**config.mk**
```make
export PLATFORM = sky130hd
export DESIGN_NAME = decode_stage
export DESIGN_NICKNAME = d
export VERILOG_FILES = /design/src/rtl/decode_pkg.sv /design/src/rtl/instr_decoder.sv /design/src/rtl/decode_stage.sv
export SDC_FILE = /design/constraint.sdc
export NUM_CORES = 1
export LEC_CHECK = 0
export ABC_CLOCK_PERIOD_IN_PS = 2000
export BUFFER_PORTS_ARGS = -buffer_cell sky130_fd_sc_hd__buf_2
export CORE_MARGIN = 1.5
export CORE_UTILIZATION = 55
export CTS_CLUSTER_DIAMETER = 150
export CTS_CLUSTER_SIZE = 25
export DETAILED_ROUTE_END_ITERATION = 8
export GPL_ROUTABILITY_DRIVEN = 0
export HOLD_SLACK_MARGIN = 0.15
export PLACE_DENSITY = 0.8
export SLEW_MARGIN = 20
export SYNTH_ARGS = -nofsm -noshare
export SYNTH_HDL_FRONTEND = slang
export SYNTH_SLANG_ARGS = --single-unit
```
**constraint.sdc**
```tcl
create_clock -name clk -period 2 [get_ports clk]
set_input_delay 0.3 -clock clk [delete_from_list [all_inputs] [get_ports clk]]
set_output_delay 0.3 -clock clk [all_outputs]
set_load 0.005 [all_outputs]
```
**src/rtl/decode_pkg.sv**
```systemverilog
// Shared RV32I decode definitions: opcodes, immediate selects, control bundle
// and skid-buffer state encoding.
package decode_pkg;

  localparam logic [6:0] OPC_OP_IMM = 7'h13;
  localparam logic [6:0] OPC_OP     = 7'h33;
  localparam logic [6:0] OPC_LOAD   = 7'h03;
  localparam logic [6:0] OPC_STORE  = 7'h23;
  localparam logic [6:0] OPC_BRANCH = 7'h63;
  localparam logic [6:0] OPC_LUI    = 7'h37;
  localparam logic [6:0] OPC_AUIPC  = 7'h17;
  localparam logic [6:0] OPC_JAL    = 7'h6F;
  localparam logic [6:0] OPC_JALR   = 7'h67;

  localparam logic OP2_IMM = 1'b0;
  localparam logic OP2_RS2 = 1'b1;

  typedef enum logic [2:0] {
    IMM_I    = 3'd0,
    IMM_S    = 3'd1,
    IMM_B    = 3'd2,
    IMM_U    = 3'd3,
    IMM_J    = 3'd4,
    IMM_NONE = 3'd7
  } imm_sel_e;

  // XLEN-independent part of the decoded bundle; pc/imm are added per instance
  typedef struct packed {
    logic [4:0] rd;
    logic [4:0] rs1;
    logic [4:0] rs2;
    logic [2:0] funct3;
    logic [6:0] funct7;
    imm_sel_e   imm_sel;
    logic       op2_sel;
    logic       reg_write_en;
    logic       mem_read;
    logic       mem_write;
    logic       branch;
    logic       jump;
    logic       use_pc;
    logic       illegal;
  } decode_ctrl_t;

  typedef enum logic [1:0] {
    ST_EMPTY = 2'd0,
    ST_ONE   = 2'd1,
    ST_TWO   = 2'd2
  } buf_state_e;

  // 32-bit sign-extended immediate for a given format
  function automatic logic signed [31:0] imm32(input logic [31:0] instr, input imm_sel_e sel);
    logic signed [31:0] r;
    case (sel)
      IMM_S:   r = {{20{instr[31]}}, instr[31:25], instr[11:7]};
      IMM_B:   r = {{19{instr[31]}}, instr[31], instr[7], instr[30:25], instr[11:8], 1'b0};
      IMM_U:   r = {instr[31:12], 12'b0};
      IMM_J:   r = {{11{instr[31]}}, instr[31], instr[19:12], instr[20], instr[30:21], 1'b0};
      default: r = {{20{instr[31]}}, instr[31:20]};
    endcase
    return r;
  endfunction

endpackage

```
**src/rtl/instr_decoder.sv**
```systemverilog
// Combinational RV32I base-format decoder: raw instruction + pc in,
// control bundle and XLEN-wide immediate out.
module instr_decoder
  import decode_pkg::*;
#(
  parameter int unsigned XLEN = 32
) (
  input  logic [31:0]      instr,
  input  logic [XLEN-1:0]  pc,
  output logic [XLEN-1:0]  dec_pc,
  output logic [XLEN-1:0]  dec_imm,
  output decode_ctrl_t     dec_ctrl
);

  decode_ctrl_t ctrl;
  logic use_rd, use_rs1, use_rs2, use_f3, use_f7;

  assign dec_pc = pc;

  always_comb begin
    ctrl    = '0;
    use_rd  = 1'b0;
    use_rs1 = 1'b0;
    use_rs2 = 1'b0;
    use_f3  = 1'b0;
    use_f7  = 1'b0;
    if (instr[1:0] != 2'b11) begin
      ctrl.illegal = 1'b1;
    end else begin
      case (instr[6:0])
        OPC_OP_IMM: begin
          ctrl.imm_sel = IMM_I; ctrl.op2_sel = OP2_IMM; ctrl.reg_write_en = 1'b1;
          use_rd = 1'b1; use_rs1 = 1'b1; use_f3 = 1'b1;
        end
        OPC_OP: begin
          ctrl.imm_sel = IMM_NONE; ctrl.op2_sel = OP2_RS2; ctrl.reg_write_en = 1'b1;
          use_rd = 1'b1; use_rs1 = 1'b1; use_rs2 = 1'b1; use_f3 = 1'b1; use_f7 = 1'b1;
        end
        OPC_LOAD: begin
          ctrl.imm_sel = IMM_I; ctrl.mem_read = 1'b1; ctrl.reg_write_en = 1'b1;
          use_rd = 1'b1; use_rs1 = 1'b1; use_f3 = 1'b1;
        end
        OPC_STORE: begin
          ctrl.imm_sel = IMM_S; ctrl.mem_write = 1'b1;
          use_rs1 = 1'b1; use_rs2 = 1'b1; use_f3 = 1'b1;
        end
        OPC_BRANCH: begin
          ctrl.imm_sel = IMM_B; ctrl.op2_sel = OP2_RS2; ctrl.branch = 1'b1;
          use_rs1 = 1'b1; use_rs2 = 1'b1; use_f3 = 1'b1;
        end
        OPC_LUI: begin
          ctrl.imm_sel = IMM_U; ctrl.reg_write_en = 1'b1;
          use_rd = 1'b1;
        end
        OPC_AUIPC: begin
          ctrl.imm_sel = IMM_U; ctrl.use_pc = 1'b1; ctrl.reg_write_en = 1'b1;
          use_rd = 1'b1;
        end
        OPC_JAL: begin
          ctrl.imm_sel = IMM_J; ctrl.jump = 1'b1; ctrl.use_pc = 1'b1; ctrl.reg_write_en = 1'b1;
          use_rd = 1'b1;
        end
        OPC_JALR: begin
          ctrl.imm_sel = IMM_I; ctrl.jump = 1'b1; ctrl.reg_write_en = 1'b1;
          use_rd = 1'b1; use_rs1 = 1'b1; use_f3 = 1'b1;
        end
        default: ctrl.illegal = 1'b1;
      endcase
    end

    ctrl.rd     = use_rd  ? instr[11:7]  : 5'd0;
    ctrl.rs1    = use_rs1 ? instr[19:15] : 5'd0;
    ctrl.rs2    = use_rs2 ? instr[24:20] : 5'd0;
    ctrl.funct3 = use_f3  ? instr[14:12] : 3'd0;
    ctrl.funct7 = use_f7  ? instr[31:25] : 7'd0;
    // writes to x0 are architecturally discarded, so never request them
    ctrl.reg_write_en = ctrl.reg_write_en && (ctrl.rd != 5'd0);

    if (ctrl.illegal || (ctrl.imm_sel == IMM_NONE)) begin
      dec_imm = '0;
    end else begin
      dec_imm = XLEN'(imm32(instr, ctrl.imm_sel));
    end
    dec_ctrl = ctrl;
  end

endmodule

```
**src/rtl/decode_stage.sv**
```systemverilog
// Registered decode stage: instr_decoder feeding a two-entry FIFO skid buffer
// with a valid/ready handshake on both sides.
module decode_stage
  import decode_pkg::*;
#(
  parameter int unsigned XLEN    = 32,
  parameter bit          SKID_EN = 1'b1
) (
  input  logic             clk,
  input  logic             rst,
  input  logic             in_valid,
  output logic             in_ready,
  input  logic [31:0]      in_instr,
  input  logic [XLEN-1:0]  in_pc,
  input  logic             flush,
  output logic             out_valid,
  input  logic             out_ready,
  output logic [XLEN-1:0]  out_pc,
  output logic [4:0]       rd,
  output logic [4:0]       rs1,
  output logic [4:0]       rs2,
  output logic [2:0]       funct3,
  output logic [6:0]       funct7,
  output logic [XLEN-1:0]  imm,
  output logic [2:0]       ImmSel,
  output logic             Op2Sel,
  output logic             RegWriteEn,
  output logic             MemRead,
  output logic             MemWrite,
  output logic             Branch,
  output logic             Jump,
  output logic             UsePc,
  output logic             illegal
);

  typedef struct packed {
    logic [XLEN-1:0] pc;
    logic [XLEN-1:0] imm;
    decode_ctrl_t    ctrl;
  } decoded_t;

  logic [XLEN-1:0] dec_pc, dec_imm;
  decode_ctrl_t    dec_ctrl;
  decoded_t        dec;

  buf_state_e state_q, state_d;
  decoded_t   head_q, head_d;
  decoded_t   tail_q, tail_d;
  logic       in_ready_q, in_ready_d;
  logic       out_valid_q, out_valid_d;
  logic       accept;

  instr_decoder #(.XLEN(XLEN)) u_instr_decoder (
    .instr    (in_instr),
    .pc       (in_pc),
    .dec_pc   (dec_pc),
    .dec_imm  (dec_imm),
    .dec_ctrl (dec_ctrl)
  );

  always_comb begin
    dec.pc   = dec_pc;
    dec.imm  = dec_imm;
    dec.ctrl = dec_ctrl;
  end

  // without the skid entry, ready must look through to the consumer
  assign in_ready = !rst && (SKID_EN ? in_ready_q : (!out_valid_q || out_ready));
  assign accept   = in_valid && in_ready;

  always_comb begin
    state_d     = state_q;
    head_d      = head_q;
    tail_d      = tail_q;
    case (state_q)
      ST_EMPTY: begin
        if (accept) begin
          head_d  = dec;
          state_d = ST_ONE;
        end
      end
      ST_ONE: begin
        if (accept && out_ready) begin
          head_d = dec;
        end else if (accept) begin
          tail_d  = dec;
          state_d = ST_TWO;
        end else if (out_ready) begin
          state_d = ST_EMPTY;
        end
      end
      ST_TWO: begin
        if (out_ready) begin
          head_d  = tail_q;
          state_d = ST_ONE;
        end
      end
      default: state_d = ST_EMPTY;
    endcase
    if (flush) begin
      state_d = ST_EMPTY;
    end
    in_ready_d  = (state_d != ST_TWO);
    out_valid_d = (state_d != ST_EMPTY);
  end

  always_ff @(posedge clk) begin
    if (rst) begin
      state_q     <= ST_EMPTY;
      head_q      <= '0;
      tail_q      <= '0;
      in_ready_q  <= 1'b1;
      out_valid_q <= 1'b0;
    end else begin
      state_q     <= state_d;
      head_q      <= head_d;
      tail_q      <= tail_d;
      in_ready_q  <= in_ready_d;
      out_valid_q <= out_valid_d;
    end
  end

  assign out_valid  = out_valid_q;
  assign out_pc     = head_q.pc;
  assign imm        = head_q.imm;
  assign rd         = head_q.ctrl.rd;
  assign rs1        = head_q.ctrl.rs1;
  assign rs2        = head_q.ctrl.rs2;
  assign funct3     = head_q.ctrl.funct3;
  assign funct7     = head_q.ctrl.funct7;
  assign ImmSel     = head_q.ctrl.imm_sel;
  assign Op2Sel     = head_q.ctrl.op2_sel;
  assign RegWriteEn = head_q.ctrl.reg_write_en;
  assign MemRead    = head_q.ctrl.mem_read;
  assign MemWrite   = head_q.ctrl.mem_write;
  assign Branch     = head_q.ctrl.branch;
  assign Jump       = head_q.ctrl.jump;
  assign UsePc      = head_q.ctrl.use_pc;
  assign illegal    = head_q.ctrl.illegal;

endmodule

```
* Word level (Yosys, flattened, before mapping) *
Cells that the tools add are included.

storage, ports and cells
  register bits after elaboration = 204
  input port bits = 69
  output and inout bits = 102
  word-level logic and storage cells = 113

cells by class
  eq/ne operators = 21
  multiplexer cells = 36
  bitwise logic cells = 1
  reduce and logical (&&, ||, !) cells = 20

operators by type and width
  kind                                                                   number
  100-bit two-way mux                                                    3
  100-bit case mux with 3 select lines                                   1
  31-bit case mux with 4 select lines                                    1
  32-bit two-way mux                                                     1
  7-bit by 6-bit equality test with 1-bit output, second input constant  3
  7-bit equality test, second input constant                             3
  1-bit two-way mux                                                      16
  5-bit two-way mux                                                      3
  3-bit case mux with 5 select lines                                     1
  7-bit by 5-bit equality test with 1-bit output, second input constant  2
  2-bit two-way mux                                                      6
  10-bit two-way mux                                                     1
  2-bit != test, second input constant                                   5
  9-bit OR reduction                                                     1
  2-bit OR reduction                                                     4
  7-bit by 2-bit equality test with 1-bit output, second input constant  1
  7-bit two-way mux                                                      1
  7-bit OR reduction                                                     1
  3-bit by 2-bit equality test with 1-bit output, second input constant  2
  3-bit equality test, second input constant                             2
  2-bit case mux with 3 select lines                                     1
  6-bit OR reduction                                                     1
  5-bit nonzero test                                                     1
  1-bit logical AND                                                      4
  other kinds (13)                                                       13

* Longest topological paths before layout *
Gate-level depths: netlist of the first run.

  word-level depth = 9
  depth in mapped cells = 8
  mapped depth without buffers = 5

* Modules after synthesis *
A second synthesis of the first run with hierarchy kept.

second synthesis, totals
  cell total of the unflattened synthesis = 1231
  area total of the unflattened synthesis = 10207.3 sq um

by module, submodules not included
  module         times used  cells an instance  area an instance (sq um)  sequential area each (sq um)
  decode_stage   1           1055               9042.4                    4083.9
  instr_decoder  1           176                1164.9                    0.0

* Worst setup path before layout of the first run *
No wires, ideal clock.

  path kind = input -> register
  start = input rst
  end = register tail_q[55] (netlist name)
  arrival = 1.600 ns
  required time = 1.841 ns
  setup slack = 0.241 ns
  stages = 5
  path through = buf_2 -> and4bb_2 -> nand2_1 -> nor4_2 -> a2111oi_2

on the way
  longest elaborated chain between the ends = 6

RTL lines
  element                               line                 RTL
  start: declaration                    decode_stage.sv:10   input logic rst,
  1-bit zero test                       decode_stage.sv:68   assign in_ready = !rst && (SKID_EN ? in_ready_q : (!out_valid_q || out_ready));
  1-bit logical AND                     decode_stage.sv:68
  1-bit logical AND                     decode_stage.sv:69   assign accept = in_valid && in_ready;
  1-bit logical AND                     decode_stage.sv:83   if (accept && out_ready) begin
  1-bit NOT (no source line)            -
  3-bit AND reduction (no source line)  -
  end signal: assignment                decode_stage.sv:117  tail_q <= tail_d;
  end: declaration                      decode_stage.sv:48   decoded_t tail_q, tail_d;

Parallel ways exist; a longest one is shown, timed or not.
A chain may end at the register's enable or synchronous reset.

* Final worst setup path of the first run *
  start = register state_q[1]
  end = register head_q (netlist bit out_pc[26])

on the way
  longest elaborated chain between the ends = 3
  elaborated cells between the ends (all ways) = 9
  those cells by class = 5 x eq/ne; 1 x mux; 3 x reduce/logical

RTL lines
  element                                                                 line                 RTL
  start: declaration                                                      decode_stage.sv:46   buf_state_e state_q, state_d;
  start signal: assignment                                                decode_stage.sv:115  state_q <= state_d;
  2-bit by 1-bit equality test with 1-bit output (tied with other cells)  decode_stage.sv:75   case (state_q)
  2-bit != test (no source line) or 3-bit nonzero test (tied branches)    -
  4-bit AND reduction (no source line)                                    -
  end signal: assignment                                                  decode_stage.sv:110  head_q <= '0;
  end signal: assignment                                                  decode_stage.sv:116  head_q <= head_d;
  end: declaration                                                        decode_stage.sv:47   decoded_t head_q, head_d;

Parallel ways exist; a longest one is shown, timed or not.

==> results.sh, run 1 <==
export IMPL_outcome="completed"
export IMPL_vdd_drop_max_mv=0.700
export IMPL_layout_nets=1315
export IMPL_rows=45
export IMPL_fin_crit_ns=1.85
export IMPL_holdWs_ns=0.163
export IMPL_seq_area_frac_synth=0.475
export IMPL_dp_hpwl_um=15200
export IMPL_grtUsageMet3=0.0309
export IMPL_crit_fanout=32
export IMPL_htreeDepth=1
export IMPL_p_clk_frac=0.331
export IMPL_synthTopCellsByCount="204 x dfxtp_1, 203 x nand2_1, 127 x nor2_1"
export IMPL_fmax_mhz=539
export IMPL_slowest_stage="dfxtp_1"
export IMPL_p_sw_frac=0.251
export IMPL_drt_wl_total_um=24000
export IMPL_stdcell_count=1457
export IMPL_report_final_hold_viol_count=0
export IMPL_p_sw_mw=1.94
export IMPL_hold_path_class="in2reg"
export IMPL_fp_dieH_um=128
export IMPL_r2r_start="state_q[1]$_SDFF_PP0_"
export IMPL_n_antenna_cell=0
export IMPL_synth_top_area_frac=0.475
export IMPL_drc=0
export IMPL_cts_sinks=204
export IMPL_dp_slack_ns=-0.0482
export IMPL_maxCapViolCount=0
export IMPL_setup_ws_ns=0.146
export IMPL_fin_worst_skew_ns=0.0282
export IMPL_clockBufferDepth=3
export IMPL_start_util=0.564
export IMPL_setup_worst_path_start="state_q[1]$_SDFF_PP0_"
export IMPL_clock_latency_ns=0.47
export IMPL_critical_path_buf_inv_count=2
export IMPL_path_cells="nand4bb_2 > o21ai_4 > buf_12 > buf_12 > nor2_1 > a311oi_1"
export IMPL_synth_adder_area_share=0
export IMPL_finalInstanceArea_mm2=0.0108
export IMPL_grt_max_degree=84
export IMPL_path_delay_family="compound AO/OA/AOI/OAI gates"
export IMPL_fillers=1176
export IMPL_post_dp_cell_area_mm2=0.00986
export IMPL_die_area_mm2=0.0164
export IMPL_antenna_found_initial=0
export IMPL_syn_inst=1050
export IMPL_power_share_combinational=0.118
export IMPL_grt_pass1_wl_um=38000
export IMPL_period_share=0.927
export IMPL_synth_top_family_by_area="simple AND/OR/NAND/NOR gates"
export IMPL_clockRootBuffer="clkbuf_16"
export IMPL_grt_pass1_vias=7603
export IMPL_pwr_share_seq=0.551
export IMPL_cts_buffers=12
export IMPL_startpoint_type="register"
export IMPL_cp_common_cell="buf_12"
export IMPL_synth_most_common_cell="dfxtp_1"
export IMPL_cp_required_ns=2.36
export IMPL_slowest_delay_ns=0.37
export IMPL_clk_pin_slew_ns=0.10
export IMPL_fp_dieW_um=128
export IMPL_met1_usage=0.399
export IMPL_grt_overflow=0
export IMPL_ys_warn_count=0
export IMPL_busiest_layer="met2"
export IMPL_cts_tree="built"
export IMPL_avgSynthCellArea_um2=8.19
export IMPL_core_area_mm2=0.0153
export IMPL_drv_slew=0
export IMPL_synth_cell_type_count=63
export IMPL_first_pass_iters=6
export IMPL_grt_met2_usage=0.460
export IMPL_drive_above_1_share=0.213
export IMPL_ioPinCount=171
export IMPL_setup_violations=0
export IMPL_yosys_area_share_simple=0.239
export IMPL_synthTopCellsByArea="dfxtp_1 47%, nand2_1 8.9%, nor2_1 5.5%"
export IMPL_power_density_mw_per_mm2=718
export IMPL_dr_first_iter_drc_count=897
export IMPL_power_leakage_nw=4.38
export IMPL_arrival_ns=2.21
export IMPL_ys_seq_elements=204
export IMPL_crit_type="reg2reg"
export IMPL_synth_async_reset_ratio=0
export IMPL_synth_compound_area_frac=0.221
export IMPL_placed_cells=1390
export IMPL_netlist_area_mm2=0.00860
export IMPL_port_buffers=170
export IMPL_max_slew_margin=0.401
export IMPL_rsz0062_at_grt="false"
export IMPL_dr_total_vias=8512
export IMPL_synth_ff_type="dfxtp_1"
export IMPL_drt_vias_per_instance=5.84
export IMPL_end_kind="register"
export IMPL_syn2layout_area_growth_pct=25.1
export IMPL_finalCoreUtilization=0.705
export IMPL_antenna_left=0
export IMPL_drt_wirelength_per_cell_um=16.5
export IMPL_grt_usage=0.281
export IMPL_p_int_mw=5.79
export IMPL_synth_net_count=1119
export IMPL_synth_edf_count=0
export IMPL_yosys_area_top_type="dfxtp_1"
export IMPL_synthMuxAreaShare=0.0153
export IMPL_synth_xor_area_frac=0.00102
export IMPL_tightest_slew_ns=0.898
export IMPL_hold_start="in_instr[20]"
==> metal layers <==
layer / up-vias / part of all wire
met1: 3996 / 0.45
met3: 32 / 0.062
met5: - / 0
met4: 0 / 0.018
met2: 361 / 0.47
li1: 4123 / -
==> power groups by stage <==
stage          clock network [mW]  registers (mW)  logic [mW]
6_report                     2.56            4.25       0.912
5_1_grt                      2.74            4.27       0.994
4_1_cts                      2.59            4.25       0.896
3_5_place_dp                    0            4.34       0.812
3_3_place_gp                    0            4.34       0.804
2_1_floorplan                   0            4.35       0.422
==> final timing paths <==
kind | end | slack, ns | cells after the start
setup / recovery | out_pc[26]$_SDFFE_PP0P_ | 0.15 | 6
hold reg to reg | tail_q[87]$_SDFFE_PP0P_ | 0.46 | 2
setup reg to reg | out_pc[26]$_SDFFE_PP0P_ | 0.15 | 6
hold / removal | tail_q[21]$_SDFFE_PP0P_ | 0.16 | 3
==> layout by cell type (no fill, tap or decap), types with 15 or more instances in the layout <==
cell type | synthesis | routed
a311oi_1 | 41 | 41
a211oi_1 | 32 | 32
a21oi_1 | 94 | 94
buf_4 | 2 | 42
nand2_1 | 203 | 202
o22ai_1 | 17 | 17
a32oi_1 | 15 | 15
nor2_1 | 127 | 126
nand3_1 | 58 | 58
and3_1 | 16 | 16
buf_2 | 30 | 169
dfxtp_1 | 204 | 204
dlygate4sd3_1 | 0 | 53
nor3_1 | 23 | 22
==> worst reg2reg max path, cell delays in order (launching register included) <==
cell and delay, ns:
dfxtp_1 0.37, nand4bb_2 0.35, o21ai_4 0.30, buf_12 0.19, buf_12 0.19, nor2_1 0.06
a311oi_1 0.29
==> layout make-up <==
class,instances,area (um^2),share of cell area
clock inverters,1,30.0,0.00279
multi-input cells,750,4140,0.385
flip-flops and latches,204,4080,0.380
clock buffers,13,325,0.0302
well taps,211,264,0.0245
inverters,3,11.3,0.00105
repair buffers,275,1900,0.177
==> logic make-up (layout without fill, tap and decap cells) <==
family / Yosys count / count (layout)
flip-flops: 204 / 204
buffers and inverters: 96 / 292
AND/OR/NAND/NOR: 467 / 467
XOR/XNOR: 1 / 1
multiplexers: 13 / 13
AO/OA/AOI/OAI: 269 / 269
==> sequential cells by signal (all words and copies together) (netlist names), 2 cells and up <==
| signal | cells |
|---|---|
| state_q | 2 |
| rs1 | 5 |
| ImmSel | 3 |
| tail_q | 100 |
| funct3 | 3 |
| imm | 32 |
| rs2 | 5 |
| rd | 5 |
| out_pc | 32 |
| funct7 | 7 |
==> per-stage QoR <==
stage | TNS, ns | total power, mW
detailed placement | -0.402 | 5.16
finish | 0 | 7.72
CTS | 0 | 7.74
global route | 0 | 8.00
global placement | 0 | 5.14
floorplan | 0 | 4.77
==> repair_timing <==
item / in CTS / in global routing
setup buffers: 0 / 0
hold buffers: 53 / 0
gates resized for setup: 0 / 4
setup endpoints to repair: 0 / 22
hold endpoints to repair: 110 / 0
Note: power is estimated with default switching activity, not from simulation.
==> inputs of run 2 (changes only) <==
--- a/config.mk
+++ b/config.mk
@@ -10,3 +10,4 @@
 export CORE_MARGIN = 1.5
-export CORE_UTILIZATION = 55
+export CORE_UTILIZATION = 57
+export CTS_BUF_LIST = sky130_fd_sc_hd__clkbuf_2
 export CTS_CLUSTER_DIAMETER = 150
@@ -16,3 +17,3 @@
 export HOLD_SLACK_MARGIN = 0.15
-export PLACE_DENSITY = 0.8
+export PLACE_DENSITY = 0.82
 export SLEW_MARGIN = 20
==> constraint.sdc (replaced) <==
create_clock -name clk -period 2 [get_ports clk]
set_input_delay 0.1 -clock clk [delete_from_list [all_inputs] [get_ports clk]]
set_output_delay 0.1 -clock clk [all_outputs]
set_load 0.005 [all_outputs]
==> results.sh, run 2 (same netlist as run 1, synthesis figures left out) <==
export IMPL_clk_pin_slew_ns=0.43
export IMPL_dr_first_iter_drc_count=1159
export IMPL_power_share_combinational=0.155
export IMPL_grt_pass1_wl_um=42900
export IMPL_pwr_share_seq=0.631
export IMPL_syn2layout_area_growth_pct=31.5
export IMPL_vdd_drop_max_mv=0.648
export IMPL_fp_dieW_um=126
export IMPL_seqCellArea_mm2=0.00409
export IMPL_drive_above_1_share=0.195
export IMPL_antenna_found_initial=1
export IMPL_violations="design-rule violations"
export IMPL_die_area_mm2=0.0158
export IMPL_core_area_mm2=0.0146
export IMPL_setup_worst_path_start="in_instr[3]"
export IMPL_drv_slew=0
export IMPL_start_util=0.587
export IMPL_arrival_ns=2.68
export IMPL_grt_max_degree=88
export IMPL_clockRootBuffer="clkbuf_2"
export IMPL_finalCoreUtilization=0.773
export IMPL_met1_usage=0.426
export IMPL_fmax_mhz=511
export IMPL_endpoint="funct7[3]$_SDFFE_PP0P_"
export IMPL_startpoint_type="primary input"
export IMPL_drc=8
export IMPL_cp_required_ns=2.72
export IMPL_grt_usage=0.323
export IMPL_crit_fanout=15
export IMPL_maxCapViolCount=0
export IMPL_clock_latency_ns=0.76
export IMPL_rows=44
export IMPL_outcome="complete, but fails checks"
export IMPL_busiest_layer="met2"
export IMPL_drt_wl_total_um=26900
export IMPL_total_power_mw=6.81
export IMPL_fin_worst_skew_ns=0.0631
export IMPL_mostFrequentLayoutCells="202 x dfxtp_1, 202 x nand2_1, 169 x buf_2"
export IMPL_tightest_slew_ns=0.919
export IMPL_cts_tree="built"
export IMPL_cts_sinks=204
export IMPL_ioPinCount=171
export IMPL_cts_buffers=12
export IMPL_fillers=975
export IMPL_p_clk_frac=0.214
export IMPL_layout_nets=1394
export IMPL_hold_path_class="in2reg"
export IMPL_max_slew_margin=0.387
export IMPL_power_leakage_nw=4.61
export IMPL_grtUsageMet3=0.0361
export IMPL_rr_worst_depth=6
export IMPL_drt_wirelength_per_cell_um=17.8
export IMPL_grt_pass1_vias=8729
export IMPL_antenna_left=0
export IMPL_p_sw_frac=0.275
export IMPL_htreeDepth=1
export IMPL_regMostFlops="tail_q"
export IMPL_worstReg2RegEnd="out_pc[21]$_SDFFE_PP0P_"
export IMPL_r2r_start="state_q[1]$_SDFF_PP0_"
export IMPL_post_dp_cell_area_mm2=0.00974
export IMPL_port_buffers=170
export IMPL_dr_total_vias=9248
export IMPL_clockBufferDepth=3
export IMPL_tns_ns=0
export IMPL_setup_violations=0
export IMPL_fin_crit_ns=1.96
export IMPL_regToRegSetupSlack_ns=0.12
export IMPL_p_sw_mw=1.87
export IMPL_report_final_hold_viol_count=0
export IMPL_grt_met2_usage=0.552
export IMPL_crit_type="in2reg"
export IMPL_dp_hpwl_um=14900
export IMPL_p_int_mw=4.93
export IMPL_drt_vias_per_instance=6.12
export IMPL_finalInstanceArea_mm2=0.0113
export IMPL_power_density_mw_per_mm2=601
export IMPL_fp_dieH_um=126
export IMPL_rsz0062_at_grt="false"
export IMPL_period_share=0.978
export IMPL_end_kind="register"
export IMPL_largest_register_ffs=100
export IMPL_multi_input_area_mm2=0.00414
export IMPL_grt_overflow=0
export IMPL_first_pass_iters=9
[run 2: changes by cell type in the layout (fill, tap and decap cells not counted), moves of 2 or more]
cell and change:
buf_4 -9, clkbuf_16 -12, clkbuf_2 +13, dfxtp_1 -2, dfxtp_4 +2, dlygate4sd3_1 +86
[run 2: layer usage]
metal / wire length (um) / vias up
met3: 2200 / 85
met4: 921 / 0
li1: - / 4286
met5: 0 / -
met1: 10800 / 4355
met2: 13000 / 522
[run 2: cell type report]
type | instances | share of cell area
Tap cell | 184 | 0.0203
Sequential cell | 204 | 0.362
Timing Repair Buffer | 354 | 0.242
Inverter | 3 | 0.000995
Clock buffer | 13 | 0.00575
Clock inverter | 1 | 0.00265
Multi-Input combinational cell | 750 | 0.366
Antenna cell | 1 | 0.000221
[run 2: per-stage QoR]
step           std cells  hold slack (ns)  setup slack (ns)
3_3_place_gp        1350            0.293             0.208
4_1_cts             1502            0.152            0.0472
6_report            1510            0.203            0.0448
5_1_grt             1510            0.160           0.00136
2_1_floorplan       1050            0.177             0.271
3_5_place_dp        1350            0.293             0.147
[run 2: worst min path at each step]
stage                             from                      end  slack, ns  depth (start not counted)
after floorplan                  flush    state_q[0]$_SDFF_PP0_       0.18                          1
after global placement           flush    state_q[0]$_SDFF_PP0_       0.29                          2
after detailed placement         flush    state_q[0]$_SDFF_PP0_       0.29                          2
after CTS                 in_instr[19]  tail_q[55]$_SDFFE_PP0P_       0.15                          4
after global routing      in_instr[30]     imm[30]$_SDFFE_PP0P_       0.16                          4
final                     in_instr[19]  tail_q[55]$_SDFFE_PP0P_       0.20                          4
[run 2: power by group through the flow]
stage               registers, mW  logic, mW  clock network (mW)
finish                       4.29       1.06                1.45
CTS                          4.29      0.999                1.48
detailed placement           4.34      0.790                   0
global route                 4.31       1.13                1.62
floorplan                    4.35      0.422                   0
global placement             4.34      0.781                   0
[run 2: critical path, cell delays in order]
cell and delay, ns:
dlygate4sd3_1 0.53, buf_2 0.19, nor4bb_2 0.29, buf_4 0.18
and4b_1 0.21, dlygate4sd3_1 0.57, buf_4 0.22, nand3_1 0.10
a311oi_1 0.28
[run 2: timing repair]
action,CTS,global route
hold buffers,138,2
hold endpoints to repair,204,9
resized for setup,0,9
buffers inserted,0,5
setup endpoints to repair,0,48
